===== config.mk =====
export PLATFORM = sky130hd
export DESIGN_NAME = order_sequencer
export DESIGN_NICKNAME = d
export VERILOG_FILES = /design/src/rtl/order_sequencer.sv
export SDC_FILE = /design/constraint.sdc
export NUM_CORES = 1
export LEC_CHECK = 0
export CAP_MARGIN = 30
export CORE_MARGIN = 4
export CORE_UTILIZATION = 35
export CTS_BUF_LIST = sky130_fd_sc_hd__clkbuf_8
export DETAILED_ROUTE_END_ITERATION = 6
export PLACE_DENSITY = 0.62
export SYNTH_ARGS = -nofsm -noshare
export SYNTH_HDL_FRONTEND = slang
export SYNTH_SLANG_ARGS = --single-unit

===== constraint.sdc =====
create_clock -name system_clk -period 3.7 [get_ports system_clk]
set_clock_uncertainty 0.2 [all_clocks]
set_input_delay 0.74 -clock system_clk [delete_from_list [all_inputs] [get_ports system_clk]]
set_output_delay 0.74 -clock system_clk [all_outputs]
set_load 0.02 [all_outputs]

===== src/rtl/order_sequencer.sv =====
// order_sequencer
//   Consumer end of the order cache. On task_start it pops orders one at a time,
//   samples each latched order code, launches the matching compute engine and
//   waits for engine_done before popping the next order. Code 5 ends the list.
//   All outputs are registered.
//
// Ports
//   system_clk       clock
//   rst_n            synchronous active-low reset
//   task_start       start of task list (IDLE only)
//   abort            return to IDLE, clear error (highest priority)
//   calculate_start  cache strobe, order valid this cycle (checked in LATCH)
//   order[2:0]       latched order code: 1..4 engine op, 5 end, others illegal
//   engine_done      one-cycle done pulse from the selected engine
//   pop_order_en     one-cycle pop request to the cache
//   engine_start     one-cycle engine launch pulse
//   engine_sel[2:0]  order code of the launched op, held until next dispatch
//   task_busy        high in POP/LATCH/DISPATCH/BUSY/FINISH
//   task_done        one-cycle pulse after the end code
//   task_error       high in ERROR
//   err_code[2:0]    1 illegal order, 2 overflow, 3 watchdog, 4 missing strobe
//   order_count      orders dispatched in the current task
module order_sequencer #(
    parameter int CNT_W      = 10,
    parameter int MAX_ORDERS = 512,
    parameter int WDOG_W     = 24
) (
    input  logic             system_clk,
    input  logic             rst_n,
    input  logic             task_start,
    input  logic             abort,
    input  logic             calculate_start,
    input  logic [2:0]       order,
    input  logic             engine_done,
    output logic             pop_order_en,
    output logic             engine_start,
    output logic [2:0]       engine_sel,
    output logic             task_busy,
    output logic             task_done,
    output logic             task_error,
    output logic [2:0]       err_code,
    output logic [CNT_W-1:0] order_count
);

    typedef enum logic [2:0] {
        S_IDLE,
        S_POP,
        S_LATCH,
        S_DISPATCH,
        S_BUSY,
        S_FINISH,
        S_ERROR
    } state_t;

    localparam logic [CNT_W-1:0] MAX_CNT = CNT_W'(MAX_ORDERS);

    state_t            state, state_n;
    logic [WDOG_W-1:0] wdog, wdog_n;
    logic [2:0]        sel_n, err_n;
    logic [CNT_W-1:0]  count_n;

    always_ff @(posedge system_clk) begin
        if (!rst_n) begin
            state        <= S_IDLE;
            wdog         <= '0;
            pop_order_en <= 1'b0;
            engine_start <= 1'b0;
            engine_sel   <= '0;
            task_busy    <= 1'b0;
            task_done    <= 1'b0;
            task_error   <= 1'b0;
            err_code     <= '0;
            order_count  <= '0;
        end else begin
            state        <= state_n;
            wdog         <= wdog_n;
            engine_sel   <= sel_n;
            err_code     <= err_n;
            order_count  <= count_n;
            // Pulse/level outputs are registered decodes of the state being entered.
            pop_order_en <= (state_n == S_POP);
            engine_start <= (state_n == S_DISPATCH);
            task_done    <= (state_n == S_FINISH);
            task_error   <= (state_n == S_ERROR);
            task_busy    <= (state_n != S_IDLE) && (state_n != S_ERROR);
        end
    end

    always_comb begin
        state_n = state;
        wdog_n  = wdog;
        sel_n   = engine_sel;
        err_n   = err_code;
        count_n = order_count;

        case (state)
            S_IDLE: begin
                if (task_start) begin
                    state_n = S_POP;
                    count_n = '0;
                    err_n   = '0;
                end
            end
            S_POP: state_n = S_LATCH;
            S_LATCH: begin
                if (!calculate_start) begin
                    state_n = S_ERROR;
                    err_n   = 3'd4;
                end else if (order == 3'd5) begin
                    state_n = S_FINISH;
                end else if (order >= 3'd1 && order <= 3'd4) begin
                    // Select and count are updated on entry to DISPATCH so that
                    // engine_sel is already valid alongside engine_start.
                    state_n = S_DISPATCH;
                    sel_n   = order;
                    count_n = (order_count == MAX_CNT) ? order_count : order_count + 1'b1;
                end else begin
                    state_n = S_ERROR;
                    err_n   = 3'd1;
                end
            end
            S_DISPATCH: begin
                state_n = S_BUSY;
                wdog_n  = '0;
            end
            S_BUSY: begin
                // Timeout fires on the BUSY cycle that brings the watchdog to
                // all-ones, i.e. after 2^WDOG_W-1 BUSY cycles; done has priority.
                wdog_n = wdog + 1'b1;
                if (engine_done) begin
                    if (order_count == MAX_CNT) begin
                        state_n = S_ERROR;
                        err_n   = 3'd2;
                    end else begin
                        state_n = S_POP;
                    end
                end else if (wdog_n == '1) begin
                    state_n = S_ERROR;
                    err_n   = 3'd3;
                end
            end
            S_FINISH: state_n = S_IDLE;
            S_ERROR:  state_n = S_ERROR;
            default:  state_n = S_IDLE;
        endcase

        if (abort) begin
            state_n = S_IDLE;
            err_n   = '0;
        end
    end

endmodule


==> metrics.txt, run 1 <==
synthesized instance count=363; num rows=32; status=complete, no violations; fin. max-slew vios=0; Placed Area=3240 um2; max incr delay on CP=620 ps; clock-pin slew on the worst setup and hold paths=90 ps; final worst slack=435 ps; Final ANT Viol Nets=0; fill count=808; routed wire length=6.99 mm; Core Util, Final=42.8%; fin crit period=3270 ps; setup TNS=0 ps; vias in the first global route=2421; final instance area=3360 um2; IO Count=30; DIE WIDTH=98.5 um; critical path class=reg2reg; Detailed Routing Iterations Pass 1=4; global placement routability congestion=0.821; max_cap viols=0; Leak=1.22 nW; most common cell after layout, fill and taps aside=dfxtp_1; I/O Buffers=29; simple-gate share of the synthesized area=33.6%; post-synthesis compound-gate area fraction=20.2%; synthesized flop and latch total=48; Critical Path RT=3720 ps; mux contribution to synthesized area=1.05%; xor/xnor share of the synthesized area=5.50%; global-route wire length before repair=11.4 mm; Clock Tree Root=clkbuf_8; Worst Hold Class=reg2reg; Fin Hold WS=309 ps; Sink Count=48; CTS tree=done; Vias=2686; Post-synth EDFFs=0; DRT iter0 DRCs=105; RSZ-0062 raised after global routing=false; CP Capture Type=flop; prevailing post-synth register cell=dfxtp_1; synthesized-area fraction occupied by adder cells=1.75%; DR WL/cell=14.3 um; Num CTS Buffers=5; Post-layout nets=398; Post-Syn Area=2860 um2; pwr dens=293 nW/um2; CTS H-Tree Depth=2; crit-path cells=nand4_1 > or4_4 > or3_4 > xor2_1 > nor4_2 > nand4b_1 > o31a_2 > nor4b_2; core footprint=7850 um2; highest ir drop seen on vdd=0.136 mV; Via density=5.50; Die Y=98.5 um; remaining global-route overflow=0; FMAX=306 MHz; clock latency on the worst-skew pair=300 ps; Max clock buf depth=2; Slowest cell on crit path=or4_4; Antenna diodes=0; Worst Setup Start Kind=flop; ys async rst share=0%; Die Area=9690 um2; Final Hold Vio Count=0; Post-Syn Nets=376; largest net degree at the start of global routing=32; Worst Path Arrival=3290 ps; share of post-route cells with drive strength above 1=6.74%; Rel. slew slack=63.8%; Yosys cell types=58; largest family of logic cells by synthesized area=simple AND/OR/NAND/NOR gates; CP Max Fanout=9; DR DRC count=0; Place WS=446 ps; dpl hpwl=4.88 mm; period utilization=88.3%; Area Overhead vs Synth=17.2%; postcts setup bufs=0; actual slew at the worst max-slew pin=542 ps; hold_buf cts=0; syn_area_per_cell=7.89 um2; register area share after synthesis=33.6%; initial antenna violation count=0; Yosys Warn Count=0; initial cell density of the core=36.5%; final setup vio count=0; Global Route Usage Sum=14.0%; most frequent cells in the layout=dfxtp_1, nor2_1, nand2_1, clkdlybuf4s50_1, o21ai_0; post-cts sizing count=0
## through the flow
| stage | total power, W | instances |
|---|---|---|
| 6_report | 0.000983 | 488 |
| 5_1_grt | 0.00102 | 488 |
| 4_1_cts | 0.000995 | 488 |
| 3_5_place_dp | 0.000601 | 480 |
| 3_3_place_gp | 0.000601 | 480 |
| 2_1_floorplan | 0.000574 | 363 |
## final cells by class
cell class              count  area, um2  area share [%]
inverters                   8       30.0           0.895
multi-input cells         286       1780            53.0
repair buffers             36        343            10.2
flip-flops and latches     48        961            28.6
clock inverters             3       46.3            1.38
clock buffers               5       68.8            2.05
well taps                 102        128            3.80
## sequential cells by signal, indices dropped and copies added (netlist names)
name          count
wdog             24
engine_start      1
order_count      10
task_error        1
pop_order_en      1
engine_sel        3
state             3
task_busy         1
task_done         1
err_code          3
## worst max-delay path, delay by kind of cell, from the launching register on
family | cells | cell delay [ps]
compound gates | 1 | 400
xor+xnor | 1 | 170
flops | 1 | 490
simple gates | 6 | 1930
## where the power goes
part / leakage (nW) / total, W / switching (W) / internal, W
clock: 0.0548 / 0.000393 / 0.000189 / 0.000204
combinational: 0.782 / 0.0000662 / 0.0000361 / 0.0000300
sequential: 0.387 / 0.000524 / 0.00000438 / 0.000520
## synth_stat cells, drive strengths merged (2+ instances only)
cell    number  area [um2]
nand3       16        92.6
nor2        37         139
and2         9        56.3
nand4b       3        26.3
xor2        13         114
ha           4        50.1
mux2i        3        30.0
a31oi        7        43.8
nor4         7        50.1
nand2       29         109
nor2b       21         131
xnor2        5        43.8
o41ai        2        17.5
nor3         8        40.0
o21ai       22         110
or3          4        31.3
o21a         2        15.0
nand4       13        81.3
o211ai       2        15.0
or4          3        28.8
o31a         2        18.8
o211a        6        60.1
a22oi        3        22.5
a21boi       8        60.1
and3        12        76.3
buf          5        31.3
inv          8        30.0
and4         3        26.3
dfxtp       48         961
nor4b        2        23.8
clkbuf      16        61.3
nand2b       4        25.0
a21o         3        22.5
a21oi       20         100
## kinds of logic after synthesis
group                      Yosys count
DFF                                 48
adders and majority gates            4
AOI/OAI and AO/OA                   87
and+or+nand+nor                    174
xor gates and xnor gates            18
muxes                                3
buffers and inverters               29
## routing by layer
metal  vias up  share of wire, %  global-route usage, %
met5         -                 0                      0
met4         0              0.79                   3.68
met3         7               4.2                   2.76
met2        54                45                   21.6
met1      1261                50                   19.9
li1       1364                 -                      -
## final timing paths
check                                 start          end  slack [ps]  cells after the start
worst max-delay path                wdog[1]   task_error         430                      8
worst min-delay path            err_code[1]  err_code[1]         310                      1
worst max register to register      wdog[1]   task_error         430                      8
worst min register to register  err_code[1]  err_code[1]         310                      1
(Power assumes the default switching activity.)
==> run 2, diff against run 1 <==
--- a/config.mk
+++ b/config.mk
@@ -6,10 +6,11 @@
 export NUM_CORES = 1
 export LEC_CHECK = 0
 export CAP_MARGIN = 30
-export CORE_MARGIN = 4
+export CORE_MARGIN = 5
 export CORE_UTILIZATION = 35
 export CTS_BUF_LIST = sky130_fd_sc_hd__clkbuf_8
 export DETAILED_ROUTE_END_ITERATION = 6
+export MAX_ROUTING_LAYER = met4
 export PLACE_DENSITY = 0.62
 export SYNTH_ARGS = -nofsm -noshare
 export SYNTH_HDL_FRONTEND = slang
==> constraint.sdc (replaced) <==
create_clock -name system_clk -period 3.35 [get_ports system_clk]
set_clock_uncertainty 0.2 [all_clocks]
set_input_delay 0.67 -clock system_clk [delete_from_list [all_inputs] [get_ports system_clk]]
set_output_delay 0.67 -clock system_clk [all_outputs]
set_load 0.02 [all_outputs]
==> run 2 against run 1 <==
  * Cell area rose by 1.1%
  * Clock power grew 3%
  * Sequential share of layout area fell by 0.20 points
  * Non-clock buffer count rose by 6
  * Utilization decreased by 0.85 points
  * Critical endpoint unchanged
  * Critical path depth unchanged
  * Critical path type unchanged
==> metrics.txt, run 2 (synthesis results as in run 1) <==
status=complete, no violations; Detailed Routing Iterations Pass 1=4 (unchanged); max_cap viols=0 (unchanged); Flop pwr share=54.7% (+1.4 points); dpl hpwl=4.99 mm (+2.2%); Sw Ratio=22.2% (-1.2 points); Leak=1.25 nW (+2.4%); Antenna diodes=0 (unchanged); Final ANT Viol Nets=0 (unchanged); highest ir drop seen on vdd=0.140 mV (+3.2%); Worst Hold Class=reg2reg; Top reg by flops=wdog; hold depth=1 (unchanged); Worst Path Arrival=3200 ps (-90 ps); global placement routability congestion=0.828 (+0.80%); Vias=2727 (+1.5%); Worst R2R End=task_error; reg2reg path depth=8 (unchanged); remaining global-route overflow=0 (unchanged); CP Max Fanout=8 (-1); FMAX=315 MHz (+2.8%); Clock power frac=38.3% (-1.7 points); critical path class=reg2reg; CTS tree=done; fin. max-slew vios=0 (unchanged); Critical Path RT=3370 ps (-350 ps); share of post-route cells with drive strength above 1=8.46% (+1.7 points); worst r2r src=wdog[3]; most common cell after layout, fill and taps aside=dfxtp_1; I/O Buffers=29 (unchanged); Worst Setup Start Kind=flop; largest net degree at the start of global routing=32 (unchanged); clock-pin slew on the worst setup and hold paths=90 ps (about the same); CTS H-Tree Depth=2 (unchanged); RSZ-0062 raised after global routing=false; vias in the first global route=2538 (+4.8%); Area Overhead vs Synth=18.5%; Final Hold Vio Count=0 (unchanged); Die Area=10100 um2 (+4.1%); Core Util, Final=41.9% (-0.85 points); fin crit period=3180 ps (-88.0 ps); setup TNS=0 ps (unchanged); biggest regs=wdog: 24 flops, order_count: 10 flops; hold endpoint=err_code[0]; final setup vio count=0 (unchanged); CP Capture Type=flop; register-to-register setup slack=170 ps (-260 ps); Int Power=0.000823 W (+9.2%); initial antenna violation count=0 (unchanged); Global Route Usage Sum=14.5% (+0.52 points); initial cell density of the core=35.4% (-1.1 points); Max clock buf depth=2 (unchanged); num rows=33 (+3.1%); Post-layout nets=404 (+1.5%); Clock Tree Root=clkbuf_8; DR DRC count=0 (unchanged); Num CTS Buffers=5 (unchanged); pwr dens=312 nW/um2 (+6.4%); Via density=5.51 (about the same); Rel. slew slack=67.4% (+3.6 points); core footprint=8090 um2 (+3.1%); Switch Pwr=0.000234 W (+2.1%); DIE WIDTH=100 um (+2.0%); postcts setup bufs=0 (unchanged); Die Y=100 um (+2.0%); global-route wire length before repair=11.9 mm (+3.7%); period utilization=94.8% (+6.6 points); combinational power share=6.9% (+0.2 points); actual slew at the worst max-slew pin=488 ps (-54.0 ps); hold_sp=err_code[0]; Sink Count=48 (unchanged); IO Count=30 (unchanged); clock latency on the worst-skew pair=300 ps (about the same); routed wire length=6.91 mm (-1.1%); DR WL/cell=14.0 um (-2.5%); Largest register FFs=24 (unchanged); most frequent cells in the layout=dfxtp_1, nor2_1, nand2_1, clkdlybuf4s50_1, o21ai_0; DRT iter0 DRCs=96 (-8.6%)
==> run 2: area by class of cell <==
type / count / area [um2]
fillers: 843 / 4700
multi-input cells: 286 / 1780
flip-flops and latches: 48 / 965
repair buffers: 42 / 388
well taps: 105 / 131
clock buffers: 5 / 68.8
clock inverters: 1 / 30.0
inverters: 8 / 30.0
==> run 2: timing repair <==
action | 4_1_cts | 5_1_grt
endpoints found under the setup margin | 0 | 2
gates resized for setup | 0 | 3
hold buffers | 0 | 0
==> run 2: per-layer routing <==
layer  part of all wire, %  GRT usage (%)  vias up  wire length [um]
li1                      -              -     1369                 -
met1                    48           18.4     1287              3340
met2                    45           23.3       62              3150
met3                   5.0           3.18        9               345
met4                   1.2           3.83        0                81
met5                     0              -        -                 0
==> run 2: worst max-delay path by stage <==
stage / from / depth (start not counted) / slack [ps] / end
floorplan: wdog[0] / 10 / 310 / task_error
global placement: wdog[0] / 8 / 210 / task_error
detailed placement: wdog[0] / 8 / 150 / task_error
CTS: wdog[0] / 8 / 140 / task_error
global route: wdog[3] / 8 / 8 / task_error
finish: wdog[3] / 8 / 170 / task_error
==> run 2: stage by stage <==
stage	setup WS, ps	std cells	instance area, um2	power (W)	hold slack (ps)
after detailed placement	147	489	3290	0.000665	297
after CTS	143	495	3390	0.00107	321
after global routing	8.40	495	3390	0.00110	349
after floorplan	313	363	2860	0.000634	296
final	173	495	3390	0.00106	312
after global placement	213	489	3290	0.000666	284
==> run 2: power groups by stage <==
stage               clock network (W)   logic, W  registers [W]
floorplan                           0  0.0000411       0.000593
global placement                    0  0.0000736       0.000592
detailed placement                  0  0.0000730       0.000592
CTS                          0.000421  0.0000736       0.000579
global route                 0.000442  0.0000806       0.000580
finish                       0.000405  0.0000732       0.000579
==> run 2: worst max-delay path: stages (launching register included) <==
cell      delay [ps]
dfxtp_1          470
nand4_1          210
or4_4            600
or3_4            410
xor2_1           160
nor4_2           220
nand4b_1         190
o31a_2           390
nor4b_2          260
==> run 3, diff against run 2 <==
--- a/config.mk
+++ b/config.mk
@@ -6,6 +6,7 @@
 export NUM_CORES = 1
 export LEC_CHECK = 0
 export CAP_MARGIN = 30
+export CORE_ASPECT_RATIO = 0.7
 export CORE_MARGIN = 5
 export CORE_UTILIZATION = 35
 export CTS_BUF_LIST = sky130_fd_sc_hd__clkbuf_8
==> run 3 against run 2 <==
  * Cell count down 0.81%
  * Flip-flop and latch count unchanged
  * Sequential power about the same
  * First-iteration DRC count up 120%
  * Register-to-register slack about the same
  * Count of clock-buffer cells in the layout unchanged
==> metrics.txt, run 3 (synthesis results as in run 1) <==
fin crit period=3170 ps (-10.4 ps); Max clock buf depth=2 (unchanged); initial cell density of the core=36.2% (+0.84 points); IO Count=30 (unchanged); Die Area=10100 um2 (+0.29%); DIE WIDTH=118 um (+18%); dpl hpwl=5.42 mm (+8.7%); setup TNS=0 ps (unchanged); core footprint=7910 um2 (-2.3%); RSZ-0062 raised after global routing=false; Sink Count=48 (unchanged); Critical Path RT=3380 ps (about the same); Global Route Usage Sum=15.4% (+0.95 points); Num CTS Buffers=5 (unchanged); largest net degree at the start of global routing=32 (unchanged); share of post-route cells with drive strength above 1=8.97% (+0.51 points); DR WL/cell=15.4 um (+10%); max_cap viols=0 (unchanged); most frequent cells in the layout=dfxtp_1, nor2_1, nand2_1, clkdlybuf4s50_1, o21ai_0; FMAX=316 MHz (+0.33%); Post-layout nets=402 (-0.50%); Core Util, Final=42.9% (+0.96 points); routed wire length=7.55 mm (+9.2%); postcts setup bufs=0 (unchanged); Worst Setup Start Kind=flop; Antenna diodes=0 (unchanged); critical path buffer and inverter count=0 (unchanged); period utilization=94.5% (-0.31 points); Largest register FFs=24 (unchanged); global-route wire length before repair=12.6 mm (+5.9%); delay-heaviest family, CP=simple AND/OR/NAND/NOR gates; DR DRC count=0 (unchanged); initial antenna violation count=0 (unchanged); crit-path cells=nand4_1 > or4_4 > or3_4 > xor2_1 > nor4_2 > nand4b_1 > o31a_2 > nor4b_2; CP Max Fanout=9 (+1); Slowest cell on crit path=or4_4; I/O Buffers=29 (unchanged); CTS tree=done; Worst Hold Class=reg2reg; remaining global-route overflow=0 (unchanged); Top reg by flops=wdog; Worst Path Arrival=3200 ps (about the same); fill count=811 (-3.8%); actual slew at the worst max-slew pin=541 ps (+53.7 ps); Die Y=85.7 um (-15%); Leak=1.25 nW (-0.29%); final setup vio count=0 (unchanged); max incr delay on CP=600 ps (about the same); highest ir drop seen on vdd=0.200 mV (+43%); Area Overhead vs Synth=18.4% (about the same); hold_buf cts=0 (unchanged); clock latency on the worst-skew pair=320 ps (+20 ps); vias in the first global route=2445 (-3.7%); fin. max-slew vios=0 (unchanged); Via density=5.63 (+2.3%); Rel. slew slack=63.8% (-3.6 points); CP Capture Type=flop; Detailed Routing Iterations Pass 1=5 (+1); Final Hold Vio Count=0 (unchanged); num rows=27 (-18%); CTS H-Tree Depth=2 (unchanged); most common cell after layout, fill and taps aside=dfxtp_1; Vias=2766 (+1.4%); status=complete, no violations; Final ANT Viol Nets=0 (unchanged); critical path class=reg2reg; global placement routability congestion=0.928 (+12%); clock-pin slew on the worst setup and hold paths=90 ps (about the same); biggest regs=wdog: 24 flops, order_count: 10 flops; Clock Tree Root=clkbuf_8; pwr dens=318 nW/um2 (+1.9%); DRT iter0 DRCs=215 (+120%)
[run 3: final timing paths]
kind	cells after the start	to	slack, ps	from
worst min-delay path	1	err_code[0]	330	err_code[0]
worst max-delay path	8	task_error	180	wdog[1]
worst min register to register	1	err_code[0]	330	err_code[0]
worst max register to register	8	task_error	180	wdog[1]
[run 3: worst reg2reg max path: cells and delay by family, from the launching register on]
kind / cells / cell delay, ps
and+or+nand+nor: 6 / 1890
DFF: 1 / 420
AOI/OAI and AO/OA: 1 / 400
xor gates and xnor gates: 1 / 170
[run 3: cell type report]
cell class / instances / area [um2] / share of cell area, %
clock buffer: 5 / 68.8 / 2.03
clock inverter: 3 / 38.8 / 1.14
inverter: 8 / 30.0 / 0.886
multi-input combinational: 286 / 1790 / 52.7
sequential: 48 / 966 / 28.5
tap: 101 / 126 / 3.73
timing repair buffer: 40 / 373 / 11.0
[run 3: power by group]
| group | internal [W] | total, W | switching, W |
|---|---|---|---|
| Clock | 0.000219 | 0.000425 | 0.000206 |
| Sequential | 0.000574 | 0.000579 | 0.00000520 |
| Combinational | 0.0000332 | 0.0000723 | 0.0000391 |
| Total | 0.000826 | 0.00108 | 0.000251 |
[run 3: layer usage]
layer  part of all wire (%)  up-vias  routed length [um]  global-route usage (%)
met1                     50     1302                3810                    21.9
met4                    1.4        0                 109                    4.90
li1                       -     1368                   -                       -
met3                    6.5       11                 492                    3.96
met5                      0        -                   0                       -
met2                     42       85                3140                    21.3
[run 3: metrics by stage]
step                      setup slack, ps  instances  hold slack, ps  total power, W  area, um2
after detailed placement              116        483             310        0.000664       3270
final                                 183        491             332         0.00108       3390
after CTS                            83.8        491             332         0.00109       3380
after global routing                 20.0        491             353         0.00112       3390
after global placement                199        483             291        0.000664       3270
after floorplan                       313        363             296        0.000634       2860
[run 3: what timing repair did]
action / 4_1_cts / 5_1_grt
gates resized for setup: 0 / 6
hold endpoints to repair: 0 / 0
setup endpoints to repair: 0 / 5
